==> src/rtl/datapath_controller.sv <==
// datapath_controller: multi-cycle instruction controller for a small
// register-file/ALU/data-memory datapath. Accepts one 16-bit instruction
// at a time, sequences it through DECODE/EXEC/MEM/WB and raises the
// register-file, flag and memory strobes for it.
//
// Handshake: an instruction is taken on a rising edge where
// instr_valid & instr_ready are both 1. instr_ready is high only while the
// controller sits in IDLE (and never while rst is held low). The producer
// must keep instr stable while instr_valid is high and not yet accepted.
module datapath_controller #(
    parameter int MEM_WAIT = 1
) (
    input  logic        clk,
    input  logic        rst,
    input  logic [15:0] instr,
    input  logic        instr_valid,
    output logic        instr_ready,
    output logic [3:0]  rdest_addr,
    output logic [3:0]  rsrc_addr,
    output logic [2:0]  alu_op,
    output logic        reg_wr_en,
    output logic        wb_sel,
    output logic        flag_wr_en,
    output logic        mem_rd_en,
    output logic        mem_wr_en,
    output logic        illegal,
    output logic        halted,
    output logic [2:0]  dbg_state
);

    typedef enum logic [2:0] {
        S_IDLE   = 3'd0,
        S_DECODE = 3'd1,
        S_EXEC   = 3'd2,
        S_MEM    = 3'd3,
        S_WB     = 3'd4,
        S_HALT   = 3'd5
    } state_t;

    typedef enum logic [2:0] {
        K_ALU  = 3'd0,
        K_LOAD = 3'd1,
        K_STOR = 3'd2,
        K_EOF  = 3'd3,
        K_ILL  = 3'd4
    } kind_t;

    localparam logic [3:0] WAIT_LOAD = 4'(MEM_WAIT - 1);

    state_t      state;
    kind_t       kind_q;
    logic [15:0] ir;
    logic [3:0]  cnt;
    logic        ready_q;
    logic        alu_wr_q;
    logic        alu_fw_q;
    logic [2:0]  alu_op_q;
    logic        reg_wr_q;
    logic        wb_sel_q;
    logic        flag_wr_q;
    logic        mem_rd_q;
    logic        mem_wr_q;
    logic        illegal_q;
    logic        halted_q;

    kind_t       dec_kind;
    logic [2:0]  dec_op;
    logic        dec_wr;
    logic        dec_fw;

    // Decode the presented word so the result is ready to latch on handshake.
    always_comb begin
        dec_kind = K_ILL;
        dec_op   = 3'b000;
        dec_wr   = 1'b0;
        dec_fw   = 1'b0;
        if (instr == 16'h0000) begin
            dec_kind = K_EOF;
        end else if (instr[15:12] == 4'b0000) begin
            dec_kind = K_ALU;
            case (instr[7:4])
                4'b0101: begin dec_op = 3'b000; dec_wr = 1'b1; dec_fw = 1'b1; end
                4'b1001: begin dec_op = 3'b001; dec_wr = 1'b1; dec_fw = 1'b1; end
                4'b0001: begin dec_op = 3'b010; dec_wr = 1'b1; end
                4'b0010: begin dec_op = 3'b011; dec_wr = 1'b1; end
                4'b0011: begin dec_op = 3'b100; dec_wr = 1'b1; end
                4'b1101: begin dec_op = 3'b101; dec_wr = 1'b1; end
                4'b1011: begin dec_op = 3'b110; dec_fw = 1'b1; end
                default: dec_kind = K_ILL;
            endcase
        end else if (instr[15:12] == 4'b0100) begin
            if (instr[7:4] == 4'b0000) begin
                dec_kind = K_LOAD;
            end else if (instr[7:4] == 4'b0100) begin
                dec_kind = K_STOR;
            end
        end
    end

    // Controller FSM; every output is registered alongside the state.
    always_ff @(posedge clk) begin
        if (!rst) begin
            state     <= S_IDLE;
            kind_q    <= K_ILL;
            ir        <= 16'h0000;
            cnt       <= 4'd0;
            ready_q   <= 1'b1;
            alu_wr_q  <= 1'b0;
            alu_fw_q  <= 1'b0;
            alu_op_q  <= 3'b000;
            reg_wr_q  <= 1'b0;
            wb_sel_q  <= 1'b0;
            flag_wr_q <= 1'b0;
            mem_rd_q  <= 1'b0;
            mem_wr_q  <= 1'b0;
            illegal_q <= 1'b0;
            halted_q  <= 1'b0;
        end else begin
            // Strobes are single-state; each state re-asserts what it needs.
            reg_wr_q  <= 1'b0;
            wb_sel_q  <= 1'b0;
            flag_wr_q <= 1'b0;
            mem_rd_q  <= 1'b0;
            mem_wr_q  <= 1'b0;
            illegal_q <= 1'b0;
            case (state)
                S_IDLE: begin
                    if (instr_valid && ready_q) begin
                        state     <= S_DECODE;
                        ready_q   <= 1'b0;
                        ir        <= instr;
                        kind_q    <= dec_kind;
                        alu_wr_q  <= dec_wr;
                        alu_fw_q  <= dec_fw;
                        alu_op_q  <= (dec_kind == K_ALU) ? dec_op : 3'b000;
                        illegal_q <= (dec_kind == K_ILL);
                    end
                end
                S_DECODE: begin
                    case (kind_q)
                        K_ALU: begin
                            state <= S_EXEC;
                        end
                        K_LOAD: begin
                            state    <= S_MEM;
                            cnt      <= WAIT_LOAD;
                            mem_rd_q <= 1'b1;
                        end
                        K_STOR: begin
                            state    <= S_MEM;
                            cnt      <= WAIT_LOAD;
                            mem_wr_q <= 1'b1;
                        end
                        K_EOF: begin
                            state    <= S_HALT;
                            halted_q <= 1'b1;
                        end
                        default: begin
                            state    <= S_IDLE;
                            ready_q  <= 1'b1;
                            ir       <= 16'h0000;
                            alu_op_q <= 3'b000;
                        end
                    endcase
                end
                S_EXEC: begin
                    state     <= S_WB;
                    reg_wr_q  <= alu_wr_q;
                    flag_wr_q <= alu_fw_q;
                end
                S_MEM: begin
                    if (cnt == 4'd0) begin
                        if (kind_q == K_LOAD) begin
                            state    <= S_WB;
                            reg_wr_q <= 1'b1;
                            wb_sel_q <= 1'b1;
                        end else begin
                            state   <= S_IDLE;
                            ready_q <= 1'b1;
                            ir      <= 16'h0000;
                        end
                    end else begin
                        cnt      <= cnt - 4'd1;
                        mem_rd_q <= (kind_q == K_LOAD);
                        mem_wr_q <= (kind_q == K_STOR);
                    end
                end
                S_WB: begin
                    state    <= S_IDLE;
                    ready_q  <= 1'b1;
                    ir       <= 16'h0000;
                    alu_op_q <= 3'b000;
                end
                S_HALT: begin
                    halted_q <= 1'b1;
                end
                default: begin
                    state   <= S_IDLE;
                    ready_q <= 1'b1;
                end
            endcase
        end
    end

    // IR is cleared on every return to IDLE, so the address fields read 0 there.
    assign rdest_addr  = ir[11:8];
    assign rsrc_addr   = ir[3:0];
    assign instr_ready = ready_q & rst;
    assign alu_op      = alu_op_q;
    assign reg_wr_en   = reg_wr_q;
    assign wb_sel      = wb_sel_q;
    assign flag_wr_en  = flag_wr_q;
    assign mem_rd_en   = mem_rd_q;
    assign mem_wr_en   = mem_wr_q;
    assign illegal     = illegal_q;
    assign halted      = halted_q;
    assign dbg_state   = state;

endmodule
==> config.mk <==
export PLATFORM = sky130hd
export DESIGN_NAME = datapath_controller
export DESIGN_NICKNAME = d
export VERILOG_FILES = /design/src/rtl/datapath_controller.sv
export SDC_FILE = /design/constraint.sdc
export NUM_CORES = 1
export LEC_CHECK = 0
export CORE_UTILIZATION = 35
export CTS_CLUSTER_SIZE = 14
export DETAILED_ROUTE_END_ITERATION = 7
export GPL_TIMING_DRIVEN = 0
export REMOVE_ABC_BUFFERS = 1
export SLEW_MARGIN = 20
export SYNTH_ARGS = -nofsm -noshare
export SYNTH_HDL_FRONTEND = slang
export SYNTH_SLANG_ARGS = --single-unit
==> constraint.sdc <==
create_clock -name clk -period 2.6 [get_ports clk]
set_clock_uncertainty 0.05 [all_clocks]
set_input_delay 0.52 -clock clk [delete_from_list [all_inputs] [get_ports clk]]
set_output_delay 0.52 -clock clk [all_outputs]
set_load 0.01 [all_outputs]
After elaboration in Yosys (flattened, before gate mapping):

Cells that the tools add are included.

* bits in registers: 35
* output and inout bits: 22
* logic and storage cells: 119

* add/sub/neg operators: 1
* eq/ne operators: 25
* muxes and demuxes: 47
* bitwise operators: 3
* reductions and logical operators: 28

Operators by type and width (number)
* 2-to-1 mux 12 bit: 4
* case mux 12 bit (4 select lines): 1
* 2-to-1 mux 3 bit: 14
* case mux 3 bit (3 select lines): 2
* case mux 3 bit (6 select lines): 1
* zero test 16 bit: 1
* 2-to-1 mux 1 bit: 16
* case mux 3 bit (5 select lines): 1
* inequality test 2 bit (second input constant): 7
* == test 3 x 2 -> 1 bit (second input constant): 4
* == test 4 x 3 -> 1 bit (second input constant): 3
* == test 4 bit (second input constant): 3
* zero test 4 bit: 3
* AND reduction 3 bit: 4
* AND reduction 5 bit: 2
* == test 3 bit (second input constant): 3
* zero test 3 bit: 3
* == test 4 x 2 -> 1 bit (second input constant): 2
* 2-to-1 mux 4 bit: 2
* case mux 1 bit (2 select lines): 4
* case mux 4 bit (2 select lines): 1
* AND reduction 2 bit: 4
* OR reduction 7 bit: 1
* == test 3 x 1 -> 1 bit (second input constant): 2
* other kinds (13): 16

Depth between registers and ports, before layout:

Gate-level depths: netlist of the first run.

* depth after elaboration: 10
* gate-level depth with buffers: 7
* mapped depth without buffers: 6

Worst setup path before layout of the first run:

OpenSTA, ideal clock, no wires.

* kind: register to register
* start: register cnt[0]
* end: register ir[0]
* setup time: 119 ps
* arrival: 1564 ps
* required time: 2431 ps
* setup slack: 867 ps
* cell stages (with the launch flop): 8
* period minus slack after synthesis: 1733 ps
* cell sequence: dfxtp_1 inv_1 ha_1 nor3b_4 nor2_2 or4_1 buf_6 mux2i_1

* cells in the longest elaborated chain, start to end: 3

Ends and longest elaborated chain
* from (decl): line 53 `logic [3:0] cnt;`
* from (signal assigned): line 183 `cnt <= cnt - 4'd1;`
* zero test 4 bit: line 172 `if (cnt == 4'd0) begin`
* inequality test 2 bit (no line)
* AND reduction 5 bit (no line)
* to (signal assigned): line 131 `ir <= instr;`
* to (decl): line 52 `logic [15:0] ir;`

Every way passes these cells.
A chain may end at the register's enable or synchronous reset.

Worst setup path after layout of the first run:

* start: input rst
* end: output instr_ready

* cells in the longest elaborated chain, start to end: 1

Ends and longest elaborated chain
* from (decl): line 14 `input logic rst,`
* AND 1 bit: line 208 `assign instr_ready = ready_q & rst;`
* to (decl): line 17 `output logic instr_ready,`

Every way passes these cells.

==> results of run 1 <==
[logic make-up (layout without fill, tap and decap cells)]
group | after synthesis | count (layout) | synth area share [%]
XOR/XNOR | 2 | 2 | 1.09
AND/OR/NAND/NOR | 80 | 80 | 27.1
multiplexers | 10 | 10 | 6.23
flip-flops | 31 | 31 | 38.6
AO/OA/AOI/OAI | 47 | 47 | 19.9
adder cells (fa/ha/maj) | 2 | 2 | 1.56
buffers and inverters | 20 | 56 | 5.53
[state kept, by name, summed over array words and instances, names as in the netlist]
name	flops
illegal	1
mem_rd_en	1
ir	8
alu_op	3
flag_wr_en	1
alu_fw_q	1
halted	1
mem_wr_en	1
reg_wr_en	1
cnt	4
alu_wr_q	1
dbg_state	3
ready_q	1
kind_q	3
wb_sel	1
[per-stage QoR]
step | setup TNS (ns) | setup WS, ns | cell area [um^2]
floorplan | 0 | 0.662 | 1550
global placement | -4.24 | -0.592 | 2010
detailed placement | -4.52 | -0.586 | 2010
CTS | 0 | 0.0546 | 2130
global route | 0 | 0.0215 | 2130
finish | 0 | 0.123 | 2130
[power by group through the flow]
stage,Clock (mW),Sequential (mW),Combinational [mW]
finish,0.491,0.523,0.191
global route,0.527,0.527,0.211
CTS,0.507,0.522,0.194
detailed placement,0,0.533,0.194
global placement,0,0.533,0.193
floorplan,0,0.534,0.0959
[path summary, 6_finish.rpt]
path	start	to
hold reg to reg	alu_fw_q	alu_fw_q
setup reg to reg	dbg_state[0]	ir[0]
hold / removal	alu_fw_q	alu_fw_q
setup / recovery	rst	instr_ready
[what timing repair did]
item                                    in CTS  in global routing
hold endpoints to repair                     0                  0
endpoints found under the setup margin       9                  1
cloned                                       0                  0
gates resized for setup                      3                  1
[cells in the final DEF (no fill, tap or decap), drive strengths merged, types with 2 or more instances in the layout]
master and instances:
o211ai 4, o221a 2, dfxtp 31, nand2 26, nand4 3, nor3 6
o2111ai 2, inv 8, nor3b 5, ha 2, clkbuf 6, nor2 14
nand2b 5, nand3 4, a21oi 12, or4 2, o21ai 7, a2bb2oi 2
mux2i 10, clkdlybuf4s50 39, o31ai 2, or3 4, o22ai 2, a211oi 5
xnor2 2, nor4 6
[routing by layer]
metal  vias up  global-route usage, %  wire, um
met5         -                      0         0
met4         0                   6.67        37
met3         4                   4.65       161
met2        37                   25.7      1670
met1       683                   20.4      1710
li1        768                      -         -
[cell type report]
cell class,instances,area [um^2],area share (%)
clock buffer,6,82.6,3.87
inverter,8,30.0,1.41
timing repair buffer,40,400,18.8
sequential,31,621,29.1
tap,52,65.1,3.05
multi-input combinational,141,898,42.1
clock inverter,2,35.0,1.64
[critical path: stages]
cell	delay (ns)
clkdlybuf4s18_2	0.45
inv_1	0.24
nor2_1	0.14
clkdlybuf4s50_1	0.55
==> flow_summary.toml, run 1 <==
[run_status]
outcome = "finished clean"

[clock_tree]
holdBufCountCts = 0
cts_buffer_depth = 2
clkLatencyLatePin_ns = 0.28
cts_tree = "done"
cts_made_buffers = 5
cts_setup_buffers = 0
cts.sinks = 31
ctsHtreeMaxLevel = 2
cts_root_buffer = "clkbuf_8"
path_clk_slew_ns = 0.07

[pwr]
p_int_mw = 0.906
switchingPower_mw = 0.300
power.share.clock_pct = 40.8
p_seq_share_pct = 43.4
power.density_nw_per_um2 = 565
pwr-share-comb_pct = 15.8
p_total_mw = 1.21
vdd_drop_max_v = 0.000263
netSwitchingFraction_pct = 24.9
power.leakage_nw = 0.760

[routing]
dr.pass1.iters = 4
wl_per_cell_um = 12.8
ant_nets = 0
num_vias = 1492
routed_via_density = 5.33
drtIter0Drc = 94
drt-total-wl_um = 3590
drc_errors = 0

[die]
core_um2 = 4380
initial_core_util_pct = 36.7
fp-row-count = 24
dieArea_um2 = 4870
die_h_um = 69.8
die_x_um = 69.8
pin_count = 41

[placed_design]
placed_cells = 272
hpwl_um = 2570
placement.io_buffers = 40
place_congestion = 0.753

[timing]
rsz0062_at_grt = "false"
worst_pin_slew_ns = 0.918
setup_viol = 0
fin_hold_ws_ns = 0.410
min_period_ns = 2.48
maxSlewHeadroom_pct = 38.4
finalHoldViolCount = 0
timing.final.crit_share_pct = 95.3
fmax_ghz = 0.404
final_max_slew_viol_count = 0

[synthesis]
syn_avg_cell_area_um2 = 8.37
synth.most_common_cell = "dfxtp_1"
async_flop_share_pct = 0
synth_edf_count = 0
synth_common_cells = "dfxtp_1, nand2_1, a21oi_1, nor2_1, mux2i_1"
synth-main-ff-cell = "dfxtp_1"
yosysTopAreaCell = "dfxtp_1"
synthTopCellsByArea = "dfxtp_1, mux2i_1, nand2_1"
synth_area_um2 = 1610
ys_ff_latch = 31
synth_top_area_share_pct = 38.6
yosysSeqAreaShare_pct = 38.6
synthDistinctLibCells = 46
syn_inst = 192
yosys_warnings = 0

[finish]
drive_gt1_share_pct = 7.89
syn2layout_area_growth_pct = 32.6
fillCellCount = 445
utilization_pct = 48.6
layout.cells.non_filler = 280
num_antenna_cells = 0
nNetsFinal = 248

[worst_setup_path]
path_class = "in2out"
worstRegToRegCells = 4
critPathCaptureType = "primary output"
ff2ff_setup_slack_ns = 0.43
startpoint_type = "input port"
crit_fanout = 21
arrival_ns = 1.91
cp_data_required_time_ns = 2.03

[grt]
grt_max_degree = 22
grt_pass1_vias = 1392
antenna_found_initial = 0
track_usage_pct = 16.2
overflow = 0
grt_first_pass_wirelength_um = 6230

[worst_hold_path]
hold_depth = 2
hold_path_class = "reg2reg"

[run]
drv_cap = 0
Power figures use the tool's default switching activity.
==> run 2, diff against run 1 <==
--- a/config.mk
+++ b/config.mk
@@ -5,6 +5,7 @@
 export SDC_FILE = /design/constraint.sdc
 export NUM_CORES = 1
 export LEC_CHECK = 0
+export CORE_ASPECT_RATIO = 1.2
 export CORE_UTILIZATION = 35
 export CTS_CLUSTER_SIZE = 14
 export DETAILED_ROUTE_END_ITERATION = 7
==> run 2 against run 1 <==
Cell area is 1.4% lower. Global-route usage is 0.39 points higher. Die area hardly changed. Via count is 0.74% lower. Clock power is 23% lower. Register-to-register slack hardly changed. Wire length is 2.1% higher. Critical path depth stayed put. Fmax is 3.8% higher. Largest cell class unchanged. Highest routed layer unchanged.
==> flow_summary.toml, run 2 (synthesis gave the netlist of run 1 again) <==
[timing]
fin_hold_ws_ns = 0.402
setup_slack_ns = 0.214
maxSlewHeadroom_pct = 38.7
fmax_ghz = 0.419
setup_viol = 0
finalHoldViolCount = 0
setup_tns_ns = 0
final_max_slew_viol_count = 0
rsz0062_at_grt = "false"
worst_pin_slew_ns = 0.914
timing.final.crit_share_pct = 91.8
min_period_ns = 2.39

[finish]
final_cell_area_um2 = 2100
regMostFlops = "ir"
nNetsFinal = 248
mostFrequentLayoutCell = "clkdlybuf4s50_1"
utilization_pct = 48.6
largest_reg_flops = 8
drive_gt1_share_pct = 7.49
syn2layout_area_growth_pct = 30.7
most-common-layout-cells = "clkdlybuf4s50_1, dfxtp_1, nand2_1, nor2_1, a21oi_1"
reg.largest.list = "ir x8, cnt x4"
num_antenna_cells = 0

[worst_setup_path]
critPathCaptureType = "primary output"
path_class = "in2out"
ff2ff_setup_slack_ns = 0.43
startpoint_type = "input port"
cp_data_required_time_ns = 2.03
crit_fanout = 21
arrival_ns = 1.82

[worst_hold_path]
hold_path_class = "reg2reg"

[die]
fp-row-count = 26
dieArea_um2 = 4870
die_x_um = 63.9
die_h_um = 76.2
core_um2 = 4330
pin_count = 41
initial_core_util_pct = 37.2

[routing]
ant_nets = 0
num_vias = 1481
drt-total-wl_um = 3660
routed_via_density = 5.23
dr.pass1.iters = 4
wl_per_cell_um = 12.9
drc_errors = 0
drtIter0Drc = 56

[pwr]
power.leakage_nw = 0.745
pwr-share-comb_pct = 17.4
power.share.clock_pct = 34.7
vdd_drop_max_v = 0.000236
switchingPower_mw = 0.291
power.density_nw_per_um2 = 520
netSwitchingFraction_pct = 26.6
p_seq_share_pct = 47.9
p_int_mw = 0.803

[placed_design]
hpwl_um = 2620
placement.io_buffers = 40
place_area_um2 = 2020
pre_cts_slack_ns = -0.564
place_congestion = 0.769

[grt]
grt_first_pass_wirelength_um = 6280
overflow = 0
track_usage_pct = 16.6
antenna_found_initial = 0
grt_max_degree = 22
grt_pass1_vias = 1349

[clock_tree]
ctsHtreeMaxLevel = 2
cts_setup_buffers = 0
clkLatencyLatePin_ns = 0.28
cts_buffer_depth = 2
cts_tree = "done"
cts.sinks = 31
cts_made_buffers = 5
path_clk_slew_ns = 0.06
cts_root_buffer = "clkbuf_8"
holdBufCountCts = 0

[run]
drv_cap = 0

[run_status]
outcome = "finished clean"
## run 2: final timing paths
path,from,end,cells after the start
max,rst,instr_ready,4
min,alu_fw_q,alu_fw_q,2
max reg2reg,dbg_state[0],ir[10],4
min reg2reg,alu_fw_q,alu_fw_q,2
## run 2: power by group through the flow
stage / combinational (mW) / sequential, mW / clock [mW]
6_report: 0.191 / 0.523 / 0.380
3_3_place_gp: 0.192 / 0.533 / 0
3_5_place_dp: 0.192 / 0.533 / 0
2_1_floorplan: 0.0959 / 0.534 / 0
5_1_grt: 0.210 / 0.527 / 0.416
4_1_cts: 0.193 / 0.523 / 0.391
## run 2: timing repair
| action | CTS | global route |
|---|---|---|
| gates resized for setup | 3 | 2 |
| pin swaps | 0 | 0 |
| endpoints found under the setup margin | 9 | 1 |
## run 2: area by class of cell
class                      count  area [um^2]
fill                         435         2220
clock buffer                   6         82.6
multi-input combinational    141          898
inverter                       8         30.0
tap                           56         70.1
sequential                    31          621
clock inverter                 1         5.00
timing repair buffer          40          395
## run 2: critical path, cell delays in order
cell,delay (ns)
buf_2,0.34
inv_1,0.25
nor2_1,0.16
clkdlybuf4s50_1,0.55
## run 2: metal layers
layer  vias to the layer above  track usage, %  share of wire (%)
li1                        770               -                  -
met1                       675            21.0                 48
met2                        29            25.7                 46
met3                         7            4.49                4.3
met4                         0            7.50                1.7
met5                         -               0                  0
## run 2: stage by stage
| stage | power, mW | instances |
|---|---|---|
| floorplan | 0.630 | 180 |
| finish | 1.09 | 283 |
| global route | 1.15 | 283 |
| CTS | 1.11 | 283 |
| global placement | 0.725 | 276 |
| detailed placement | 0.725 | 276 |
